### src/rtl/sysid_regs_pkg.sv
// Shared definitions for the system-ID register slave: word map, CONTROL
// bit positions, register-select encoding and small data helpers.
package sysid_regs_pkg;

    localparam int ADDR_SYSID = 0;
    localparam int ADDR_TS    = 1;
    localparam int ADDR_CAPS  = 2;
    localparam int ADDR_UPLO  = 3;
    localparam int ADDR_UPHI  = 4;
    localparam int ADDR_CTRL  = 5;
    localparam int ADDR_SCR0  = 6;

    localparam int EN_BIT  = 0;
    localparam int CLR_BIT = 1;

    localparam int MAX_SCRATCH = 8;

    typedef enum logic [2:0] {
        REG_SYSID,
        REG_TS,
        REG_CAPS,
        REG_UPLO,
        REG_UPHI,
        REG_CTRL,
        REG_SCR,
        REG_NONE
    } reg_sel_e;

    // Replace only the byte lanes whose enable is set.
    function automatic logic [31:0] byte_merge(
        input logic [31:0] old_word,
        input logic [31:0] new_word,
        input logic [3:0]  be
    );
        logic [31:0] res;
        res = old_word;
        for (int b = 0; b < 4; b++) begin
            if (be[b]) begin
                res[8*b +: 8] = new_word[8*b +: 8];
            end
        end
        return res;
    endfunction

    function automatic logic [31:0] caps_word(
        input logic [15:0] version,
        input int          num_scratch,
        input int          addr_w
    );
        return {version, 8'(num_scratch), 8'(addr_w)};
    endfunction

endpackage

### src/rtl/sysid_uptime_ctr.sv
// 64-bit free-running uptime counter with enable, synchronous clear and a
// capture of the high word taken alongside a low-word read.
module sysid_uptime_ctr (
    input  logic        clock,
    input  logic        reset_n,
    input  logic        en,
    input  logic        clr,
    input  logic        snap,
    output logic [63:0] count,
    output logic [31:0] hi_snap
);

    logic [63:0] count_q;
    logic [63:0] count_d;
    logic [31:0] hi_snap_q;
    logic [31:0] hi_snap_d;

    always_comb begin
        count_d = count_q;
        if (clr) begin
            count_d = '0;
        end else if (en) begin
            count_d = count_q + 64'd1;
        end
    end

    // Snapshot the pre-increment high word so it always pairs with the low
    // word returned in the same cycle, even across a 32-bit carry.
    always_comb begin
        hi_snap_d = hi_snap_q;
        if (snap) begin
            hi_snap_d = count_q[63:32];
        end
    end

    always_ff @(posedge clock) begin
        if (!reset_n) begin
            count_q   <= '0;
            hi_snap_q <= '0;
        end else begin
            count_q   <= count_d;
            hi_snap_q <= hi_snap_d;
        end
    end

    assign count   = count_q;
    assign hi_snap = hi_snap_q;

endmodule

### src/rtl/sysid_regs_avs.sv
// Avalon-MM system-ID slave: ID/timestamp/caps words, uptime counter,
// CONTROL register and byte-writable scratch registers, 1-cycle read latency.
module sysid_regs_avs
    import sysid_regs_pkg::*;
#(
    parameter logic [31:0] SYSTEM_ID   = 32'h5A5A0001,
    parameter logic [31:0] TIMESTAMP   = 32'd0,
    parameter logic [15:0] VERSION     = 16'h0002,
    parameter int          NUM_SCRATCH = 2,
    parameter int          ADDR_W      = 4
) (
    input  logic              clock,
    input  logic              reset_n,
    input  logic [ADDR_W-1:0] address,
    input  logic              read,
    input  logic              write,
    input  logic [31:0]       writedata,
    input  logic [3:0]        byteenable,
    output logic [31:0]       readdata,
    output logic              readdatavalid
);

    generate
        if (NUM_SCRATCH < 0 || NUM_SCRATCH > MAX_SCRATCH) begin : g_bad_num_scratch
            $error("sysid_regs_avs: NUM_SCRATCH must be in 0..8");
        end
        if (ADDR_SCR0 + NUM_SCRATCH > (1 << ADDR_W)) begin : g_bad_addr_w
            $error("sysid_regs_avs: ADDR_W too small for the register map");
        end
    endgenerate

    localparam int SCR_N = (NUM_SCRATCH > 0) ? NUM_SCRATCH : 1;

    logic                      rd_acc;
    logic                      wr_acc;
    reg_sel_e                  reg_sel;
    logic [SCR_N-1:0]          scr_hit;

    logic                      en_q;
    logic                      en_d;
    logic                      ctrl_clr;

    logic [SCR_N-1:0][31:0]    scratch_q;
    logic [SCR_N-1:0][31:0]    scratch_d;

    logic [31:0]               rd_word;
    logic [31:0]               readdata_q;
    logic [31:0]               readdata_d;
    logic                      readdatavalid_q;
    logic                      readdatavalid_d;

    logic [63:0]               uptime;
    logic [31:0]               hi_snap;
    logic                      unused_uptime_hi;

    // A read wins over a write presented in the same cycle; the write is
    // dropped entirely, side effects included.
    assign rd_acc = read;
    assign wr_acc = write && !read;

    generate
        if (NUM_SCRATCH == 0) begin : g_no_scr
            assign scr_hit = '0;
        end else begin : g_scr
            for (genvar gi = 0; gi < NUM_SCRATCH; gi++) begin : g_hit
                assign scr_hit[gi] = (address == ADDR_W'(ADDR_SCR0 + gi));
            end
        end
    endgenerate

    always_comb begin
        reg_sel = REG_NONE;
        if (address == ADDR_W'(ADDR_SYSID)) begin
            reg_sel = REG_SYSID;
        end else if (address == ADDR_W'(ADDR_TS)) begin
            reg_sel = REG_TS;
        end else if (address == ADDR_W'(ADDR_CAPS)) begin
            reg_sel = REG_CAPS;
        end else if (address == ADDR_W'(ADDR_UPLO)) begin
            reg_sel = REG_UPLO;
        end else if (address == ADDR_W'(ADDR_UPHI)) begin
            reg_sel = REG_UPHI;
        end else if (address == ADDR_W'(ADDR_CTRL)) begin
            reg_sel = REG_CTRL;
        end else if (|scr_hit) begin
            reg_sel = REG_SCR;
        end
    end

    // CONTROL lives entirely in byte lane 0; CLR is a pulse, never stored.
    always_comb begin
        en_d     = en_q;
        ctrl_clr = 1'b0;
        if (wr_acc && reg_sel == REG_CTRL && byteenable[0]) begin
            en_d     = writedata[EN_BIT];
            ctrl_clr = writedata[CLR_BIT];
        end
    end

    always_comb begin
        scratch_d = scratch_q;
        for (int i = 0; i < NUM_SCRATCH; i++) begin
            if (wr_acc && scr_hit[i]) begin
                scratch_d[i] = byte_merge(scratch_q[i], writedata, byteenable);
            end
        end
    end

    sysid_uptime_ctr u_uptime (
        .clock   (clock),
        .reset_n (reset_n),
        .en      (en_q),
        .clr     (ctrl_clr),
        .snap    (rd_acc && reg_sel == REG_UPLO),
        .count   (uptime),
        .hi_snap (hi_snap)
    );

    // The live high word is only ever exposed through hi_snap.
    assign unused_uptime_hi = ^uptime[63:32];

    always_comb begin
        rd_word = '0;
        case (reg_sel)
            REG_SYSID: rd_word = SYSTEM_ID;
            REG_TS:    rd_word = TIMESTAMP;
            REG_CAPS:  rd_word = caps_word(VERSION, NUM_SCRATCH, ADDR_W);
            REG_UPLO:  rd_word = uptime[31:0];
            REG_UPHI:  rd_word = hi_snap;
            REG_CTRL:  rd_word[EN_BIT] = en_q;
            REG_SCR: begin
                for (int i = 0; i < NUM_SCRATCH; i++) begin
                    if (scr_hit[i]) begin
                        rd_word = scratch_q[i];
                    end
                end
            end
            default:   rd_word = '0;
        endcase
    end

    always_comb begin
        readdata_d      = readdata_q;
        readdatavalid_d = rd_acc;
        if (rd_acc) begin
            readdata_d = rd_word;
        end
    end

    always_ff @(posedge clock) begin
        if (!reset_n) begin
            readdata_q      <= '0;
            readdatavalid_q <= 1'b0;
            en_q            <= 1'b1;
            scratch_q       <= '0;
        end else begin
            readdata_q      <= readdata_d;
            readdatavalid_q <= readdatavalid_d;
            en_q            <= en_d;
            scratch_q       <= scratch_d;
        end
    end

    assign readdata      = readdata_q;
    assign readdatavalid = readdatavalid_q;

endmodule
### config.mk
export PLATFORM = sky130hd
export DESIGN_NAME = sysid_regs_avs
export DESIGN_NICKNAME = d
export VERILOG_FILES = /design/src/rtl/sysid_regs_pkg.sv /design/src/rtl/sysid_uptime_ctr.sv /design/src/rtl/sysid_regs_avs.sv
export SDC_FILE = /design/constraint.sdc
export NUM_CORES = 1
export LEC_CHECK = 0
export BUFFER_PORTS_ARGS = -buffer_cell sky130_fd_sc_hd__buf_2
export CAP_MARGIN = 15
export CELL_PAD_IN_SITES_DETAIL_PLACEMENT = 1
export CELL_PAD_IN_SITES_GLOBAL_PLACEMENT = 1
export CORE_MARGIN = 2
export CORE_UTILIZATION = 49
export DETAILED_ROUTE_END_ITERATION = 8
export GPL_TIMING_DRIVEN = 0
export PLACE_DENSITY_LB_ADDON = 0.05
export SLEW_MARGIN = 20
export SYNTH_ARGS = -nofsm -noshare
export SYNTH_HDL_FRONTEND = slang
export SYNTH_SLANG_ARGS = --single-unit
export TNS_END_PERCENT = 20
### constraint.sdc
create_clock -name clock -period 4.6 [get_ports clock]
set_input_delay 0.23 -clock clock [delete_from_list [all_inputs] [get_ports clock]]
set_output_delay 0.23 -clock clock [all_outputs]
set_load 0.02 [all_outputs]
## Yosys cells after proc, flatten, opt, wreduce, memory -nomap -nowiden

Index checks and enable logic that the tools add are counted.

- Register bits: 194
- Input port bits: 44
- Output and inout port bits: 33
- Logic and storage cells: 58

- Add/subtract/negate cells: 1
- Equal/unequal tests: 12
- Muxes and demuxes: 12
- Bitwise gates (word level): 1
- Reduce and logical (&&, ||, !) cells: 19

Operators by type and width:

| cell | number |
|---|---|
| 31-bit one-hot mux with 5 select lines | 1 |
| 64-bit by 1-bit adder with 64-bit output (second input constant) | 1 |
| 32-bit 2-to-1 mux | 2 |
| 4-bit by 3-bit == test with 1-bit output (second input constant) | 4 |
| 2-bit AND reduction | 8 |
| 3-bit 2-to-1 mux | 4 |
| 3-bit == test (second input constant) | 3 |
| 4-bit by 2-bit == test with 1-bit output (second input constant) | 2 |
| 3-bit by 2-bit == test with 1-bit output (second input constant) | 2 |
| 1-bit logical AND | 6 |
| 1-bit one-hot mux with 5 select lines | 1 |
| 4-bit by 1-bit == test with 1-bit output (second input constant) | 1 |
| 4-bit logical NOT | 1 |
| 2-bit 2-to-1 mux | 2 |
| 2-bit OR reduction | 2 |
| 3-bit logical NOT | 1 |
| 1-bit 2-to-1 mux | 2 |
| 1-bit logical NOT | 1 |
| 1-bit NOT | 1 |

## Depth between registers and ports, before layout

Gate-level depths: netlist (run 1).

- Depth after elaboration: 14
- Depth in mapped cells: 8
- Gate-level depth less buffers: 6

## Modules after synthesis

From an unflattened synthesis (run 1), not the netlist that was laid out.

- Cell total of the unflattened synthesis: 984
- Area, all modules: 8871.0 µm²

Modules (own cells, without submodules):

| module | times used | cells an instance | area an instance (µm²) |
|---|---|---|---|
| sysid_uptime_ctr | 1 | 501 | 4445.5 |
| sysid_regs_avs | 1 | 483 | 4425.5 |

## Worst setup path after synthesis (run 1)

Ideal clock, no wire load.

- Kind: register -> register
- Start point: register u_uptime.count_q[0] (netlist: u_uptime.count[0])
- End point: register u_uptime.count_q[62] (netlist: u_uptime.count[62])
- Data arrival time: 2481 ps
- Data required time: 4529 ps
- Path slack: 2049 ps
- Cell stages (with the launch flop): 9
- Cells stage by stage: dfxtp_1 > ha_1 > nand4_2 > or4_1 > buf_2 > or4_4 > buf_6 > or3_1 > a21oi_1

- Cells in the longest elaborated chain, start to end: 1

RTL lines:

| item | RTL line | text |
|---|---|---|
| start: declaration | sysid_uptime_ctr.sv:13 | `logic [63:0] count_q;` |
| start signal: assignment | sysid_uptime_ctr.sv:41 | `count_q <= count_d;` |
| 64-bit by 1-bit adder with 64-bit output | sysid_uptime_ctr.sv:23 | `count_d = count_q + 64'd1;` |

No other way between the ends.
A chain may end at the register's enable or synchronous reset.

## Worst setup path in the final report (run 1)

- Start point: register u_uptime.count_q[0] (netlist: u_uptime.count[0])
- End point: register u_uptime.count_q[60] (netlist: u_uptime.count[60])

Same word-level chain as after synthesis.

==> results.md, run 1 <==
* Peak Freq at 0.338 GHz
* Initial antenna violation count at 0
* Total gr overflow at 0
* Num ports at 77
* Routability cong. at 0.852
* Post-DP HPWL at 20.5 mm
* Router iterations before antenna repair at 4
* Antenna Cells at 0
* CTS tree: yes
* Fin Setup TNS at 0 ns
* Syn_nets at 1093
* Die Area at 19400 um2
* Crit Reg-Reg Startpoint: u_uptime.count[0]
* Sink Count at 194
* Maxcap violations at 0
* Reg2Reg Depth at 8
* DRT iter0 DRCs at 367
* Slew HR at 0.399
* Post-synth EDFFs at 0
* Synth unique cells at 47
* Clock skew at 0.00786 ns
* Initial core utilization at 0.498
* CP max FO at 10
* Crit. End Element: flip-flop
* Number of remaining DRC errors at 0
* DR vias/cell at 5.76
* Worst reg2reg path endpoint: u_uptime.count[60]
* CTS Buf Count at 17
* Worst Setup SP: u_uptime.count[0]
* Fraction of registers with async set/reset at 0
* Die Ht at 139 um
* Vias in the first global route at 8298
* DR vias at 7963
* Slowest-stage cell, CP: or4_1
* H-Tree Depth at 4
* Post-Syn Instances at 1048
* Synthesized area at 8950 um2
* Proportion of layout cells with a drive suffix above 1 at 0.102
* Post-CTS sizing at 0
* Warning count from the yosys run at 0
* Hold Violations, Final at 0
* Seq cells post-synth at 194
* GRT Total Usage at 0.290
* Setup CP Type: reg2reg
* Syn_area_per_cell at 8.54 um2
* Area Growth Syn to Fin at 14.4%
* Post-synth top flop: dfxtp_1
* Slowest stage delay, CP at 0.57 ns
* # hold bufs at CTS at 0
* Row count at 49
* Most common cell after layout, fill and taps aside: dfxtp_1
* Final Util at 0.570
* Period minus WS final at 2.96 ns
* Setup bufs post-CTS at 0
* Final setup vio count at 0
* Critical path cell sequence: ha_1 -> nand4_2 -> or4_1 -> buf_2 -> or4_4 -> buf_6 -> or3_1 -> a21oi_1
* Largest net degree at the start of global routing at 17
* Clk buf depth at 2
* First-pass GRT wire length at 44.6 mm
* CP startpoint kind: flip-flop
* Overall Power at 3.44 mW
* Most frequent cells in the layout: dfxtp_1, nand2_1, clkbuf_1
* Core ar. at 18000 um2
* Leak pwr at 3.32 nW
* Worst-path clk slew at 0.07 ns
* Pwr Density at 336 nW/um2
* Final #Nets at 1185
* WP data required at 4.96 ns
* PortBufs at 73
* RSZ-0062 raised after global routing: false
* Maximum vdd drop at 275 uV
* Final WL at 27.8 mm
* Status: complete, no violations
* Seq/Total Area, Yosys at 0.434
* CTS root buf: clkbuf_16
* Flop2flop setup slack at 1.64 ns
* Final period util at 0.644
* Worst-margin pin slew at 0.902 ns
* Chip width at 139 um
* Worst EP arrival at 3.33 ns
* Worst-Skew Late Latency at 0.44 ns
* Final Max Slew Viols at 0
* ANT nets after route at 0
* Class of the worst hold path: in2reg
* Fill cells at 2168
* CP Capture Point: u_uptime.count[60]
* Per-cell routed wire length at 20.1 um
-- synth_stat cells (2+ instances only) --
cell type	number	area, um2
nand4b_1	3	26.3
o31ai_1	5	37.5
and2_1	33	206
or3_1	19	119
o2bb2ai_1	20	175
nor3_1	10	50.1
nand4_2	2	25.0
xnor2_1	27	236
or4_4	2	22.5
a21boi_0	64	480
o22ai_1	23	144
a22oi_1	21	158
nor2_1	48	180
nand3_1	54	270
and3_1	4	25.0
dfxtp_1	194	3880
nor4_1	14	87.6
nand2_1	135	507
o21ai_0	20	100
o221ai_1	7	61.3
a221oi_1	2	17.5
buf_6	2	22.5
a21oi_1	44	220
mux2i_1	65	651
xor2_1	11	96.3
clkbuf_1	76	285
nand4_1	19	119
and4_1	5	43.8
nor2b_1	51	319
nor3b_1	3	22.5
or4_1	11	82.6
inv_1	38	143
a21o_1	2	15.0
-- routing by layer --
metal | wire length, um | track usage | up-vias
met2 | 13400 | 0.498 | 190
met5 | 0 | 0 | -
li1 | - | - | 3836
met4 | 446 | 0.0771 | 0
met1 | 12700 | 0.380 | 3900
met3 | 1210 | 0.0490 | 37
-- metrics by stage --
stage | hold WS [ns] | setup slack [ns] | std cells | area (um2)
after global routing | 0.0784 | 1.50 | 1382 | 10200
after global placement | 0.450 | 1.70 | 1350 | 9600
final | 0.0589 | 1.64 | 1382 | 10200
after detailed placement | 0.460 | 1.70 | 1350 | 9610
after CTS | 0.0592 | 1.65 | 1382 | 10200
after floorplan | 0.358 | 2.05 | 1048 | 8950
-- worst max-delay path, delay by kind of cell, from the launching register on --
family	cells	cell delay, ns
AO/OA/AOI/OAI	1	0.15
AND/OR/NAND/NOR	4	1.75
adder cells (fa/ha/maj)	1	0.23
flip-flops	1	0.41
buffers and inverters	2	0.35
-- area by class of cell --
| type | instances | area, um2 | area share |
|---|---|---|---|
| inverters | 38 | 143 | 0.0139 |
| clock inverters | 11 | 151 | 0.0148 |
| plain buffers | 80 | 320 | 0.0313 |
| well taps | 229 | 287 | 0.0280 |
| flip-flops and latches | 194 | 3880 | 0.379 |
| repair buffers | 73 | 365 | 0.0357 |
| multi-input cells | 736 | 4610 | 0.451 |
| clock buffers | 21 | 470 | 0.0460 |
-- cell families after synthesis --
group	Yosys count	synth area share
fa+ha+maj	1	0.00140
mux	66	0.0740
compound gates	212	0.161
simple gates	419	0.241
buf+inv	118	0.0517
flops	194	0.434
xor+xnor	38	0.0372
-- flip-flops by register name, indices dropped and copies added (netlist names) --
register / flops
u_uptime.hi_snap: 32
readdata: 32
readdatavalid: 1
en_q: 1
scratch_q: 64
u_uptime.count: 64
-- how the worst min path moves through the flow --
stage / start / cells after the start / to / slack (ns)
after floorplan: writedata[0] / 2 / en_q / 0.36
after global placement: scratch_q[36] / 2 / scratch_q[36] / 0.45
after detailed placement: scratch_q[41] / 2 / scratch_q[41] / 0.46
after CTS: writedata[4] / 3 / scratch_q[36] / 0.06
after global routing: writedata[4] / 3 / scratch_q[36] / 0.08
final: writedata[7] / 3 / scratch_q[39] / 0.06
-- report_power, final --
group	switching (mW)	internal [mW]	total (mW)
Sequential	0.00553	1.69	1.69
Combinational	0.114	0.0567	0.171
Clock	0.676	0.905	1.58
No activity file was read; power rests on OpenSTA's default activity.
==> run 2, diff against run 1 <==
--- a/config.mk
+++ b/config.mk
@@ -5,12 +5,13 @@
 export SDC_FILE = /design/constraint.sdc
 export NUM_CORES = 1
 export LEC_CHECK = 0
+export ABC_AREA = 1
 export BUFFER_PORTS_ARGS = -buffer_cell sky130_fd_sc_hd__buf_2
 export CAP_MARGIN = 15
 export CELL_PAD_IN_SITES_DETAIL_PLACEMENT = 1
 export CELL_PAD_IN_SITES_GLOBAL_PLACEMENT = 1
 export CORE_MARGIN = 2
-export CORE_UTILIZATION = 49
+export CORE_UTILIZATION = 43
 export DETAILED_ROUTE_END_ITERATION = 8
 export GPL_TIMING_DRIVEN = 0
 export PLACE_DENSITY_LB_ADDON = 0.05
==> constraint.sdc (replaced) <==
create_clock -name clock -period 2.93 [get_ports clock]
set_input_delay 0.1465 -clock clock [delete_from_list [all_inputs] [get_ports clock]]
set_output_delay 0.1465 -clock clock [all_outputs]
set_load 0.02 [all_outputs]
==> results.md, run 2 <==
* Post-synth top area share at 0.429
* Row count at 53
* First-pass GRT wire length at 52.6 mm
* Synth area leaders: dfxtp_1, nand2_1, nor2_1, o21ai_0, a21oi_1
* Status: complete, no violations
* Seq/Total Area, Yosys at 0.429
* Initial core utilization at 0.435
* Sw power at 1.37 mW
* Met2 WL post-DR at 16.3 mm
* Warning count from the yosys run at 0
* Syn_nets at 1396
* Post-synth top flop: dfxtp_1
* Seq cells post-synth at 194
* Hold path depth at 3
* Final #Nets at 1507
* Period minus WS final at 2.23 ns
* Leak pwr at 3.68 nW
* Met3 wire len at 1.53 mm
* DR vias at 9468
* Antenna Cells at 0
* Placement Setup Slack at 0.828 ns
* Most common cell after layout, fill and taps aside: nand2_1
* Final WL at 33.7 mm
* Die Area at 22200 um2
* CP startpoint kind: flip-flop
* Total gr overflow at 0
* Synth unique cells at 33
* Placed Cells at 1701
* Area Growth Syn to Fin at 16.3%
* Reg2Reg Depth at 10
* Syn_area_per_cell at 6.70 um2
* Part of the power in registers at 0.506
* Clk buf depth at 2
* Worst-margin pin slew at 0.803 ns
* Peak Freq at 0.449 GHz
* CTS tree: yes
* RSZ-0062 raised after global routing: false
* Top routing layer in use: met4
* CTS root buf: clkbuf_16
* Per-cell routed wire length at 19.3 um
* Number of remaining DRC errors at 0
* Clock skew at 0.0137 ns
* Initial antenna violation count at 0
* Crit. End Element: flip-flop
* GRT Total Usage at 0.309
* Hold Violations, Final at 0
* PortBufs at 75
* Clk pwr share at 0.442
* Setup bufs post-CTS at 0
* Chip width at 149 um
* Vias in the first global route at 9627
* Setup CP Type: reg2reg
* Pint at 3.89 mW
* Post-CTS sizing at 0
* Fraction of registers with async set/reset at 0
* Final period util at 0.760
* Non-Filler Instances at 1750
* Most frequent cells in the layout: nand2_1, nor2_1, dfxtp_1
* Final setup vio count at 0
* Largest net degree at the start of global routing at 20
* Die Ht at 149 um
* Post-DP HPWL at 25.9 mm
* Overall Power at 5.26 mW
* Metal1 wirelength at 15.0 mm
* Worst-Skew Late Latency at 0.44 ns
* Post-Syn Instances at 1351
* Class of the worst hold path: in2reg
* CTS Buf Count at 17
* H-Tree Depth at 4
* Combinational power share at 0.052
* Most frequent cell after synthesis: nand2_1
* Num ports at 77
* Hold WS at 0.00192 ns
* Synthesized area at 9050 um2
* Pwr Density at 500 nW/um2
* Leading area contributor after synthesis: dfxtp_1
* Fin Setup TNS at 0 ns
* Synth cell count leaders: nand2_1, nor2_1, dfxtp_1, o21ai_0, a21oi_1
* Slew HR at 0.464
* Maxcap violations at 0
* Maximum vdd drop at 324 uV
* Core ar. at 20800 um2
* Router iterations before antenna repair at 5
* DR vias/cell at 5.41
* DRT iter0 DRCs at 557
* CP max FO at 4
* Sink Count at 194
* Worst EP arrival at 2.55 ns
* Routability cong. at 1.02
* WP data required at 3.26 ns
* Setup ws final at 0.703 ns
* Final Max Slew Viols at 0
* Proportion of layout cells with a drive suffix above 1 at 0.104
* Worst-path clk slew at 0.08 ns
* ANT nets after route at 0
* Post-synth EDFFs at 0
* Switch share at 0.260
==> run 2: routing by layer <==
layer | vias up | GRT usage
met5 | - | 0
met4 | 0 | 0.0919
met3 | 54 | 0.0416
met2 | 228 | 0.545
met1 | 4573 | 0.394
li1 | 4613 | -
==> run 2: worst max-delay path, cell delays in order (launching register included) <==
cell     delay [ns]
dfxtp_1        0.41
ha_1           0.23
nand3_1        0.09
nor2_1         0.32
nand2_1        0.17
inv_1          0.20
nand3_1        0.18
nor2_1         0.28
nand3_1        0.11
nand2_1        0.08
nor2_1         0.03
==> run 2: per-stage QoR <==
stage / utilization / area (um2)
floorplan: - / 9050
finish: 0.505 / 10500
detailed placement: 0.469 / 9770
global route: 0.505 / 10500
CTS: 0.505 / 10500
global placement: 0.469 / 9770
==> run 2: worst paths after layout <==
| kind | start | endpoint | slack, ns |
|---|---|---|---|
| setup / recovery | u_uptime.count[1] | u_uptime.count[56] | 0.70 |
| hold / removal | writedata[4] | scratch_q[36] | 0.002 |
| setup reg to reg | u_uptime.count[1] | u_uptime.count[56] | 0.70 |
| hold reg to reg | u_uptime.hi_snap[26] | u_uptime.hi_snap[26] | 0.45 |
==> run 2: power groups by stage <==
stage                     combinational [mW]  clock, mW  sequential (mW)
after detailed placement               0.254          0             2.72
after global placement                 0.249          0             2.72
after global routing                   0.304       2.45             2.66
after floorplan                        0.133          0             2.73
after CTS                              0.274       2.37             2.66
final                                  0.276       2.32             2.66
==> run 2: timing repair <==
item                                    in CTS  in global routing
endpoints found under the setup margin       0                  0
endpoints found under the hold margin       22                  0
hold buffers                                17                  0
==> run 2: layout make-up <==
class / count / area [um2]
buffer: 52 / 220
sequential: 194 / 3880
timing repair buffer: 92 / 546
inverter: 137 / 514
fill: 2844 / 10300
tap: 275 / 344
clock inverter: 14 / 143
clock buffer: 18 / 439
multi-input combinational: 968 / 4430
==> run 2: cell families (layout without fill, tap and decap cells) <==
logic type / count (synthesis) / in the layout / synth area share
XOR/XNOR: 18 / 18 / 0.0174
adder cells (fa/ha/maj): 1 / 1 / 0.00138
AO/OA/AOI/OAI: 300 / 300 / 0.171
flip-flops: 194 / 194 / 0.429
buffers and inverters: 189 / 313 / 0.0811
AND/OR/NAND/NOR: 649 / 649 / 0.300
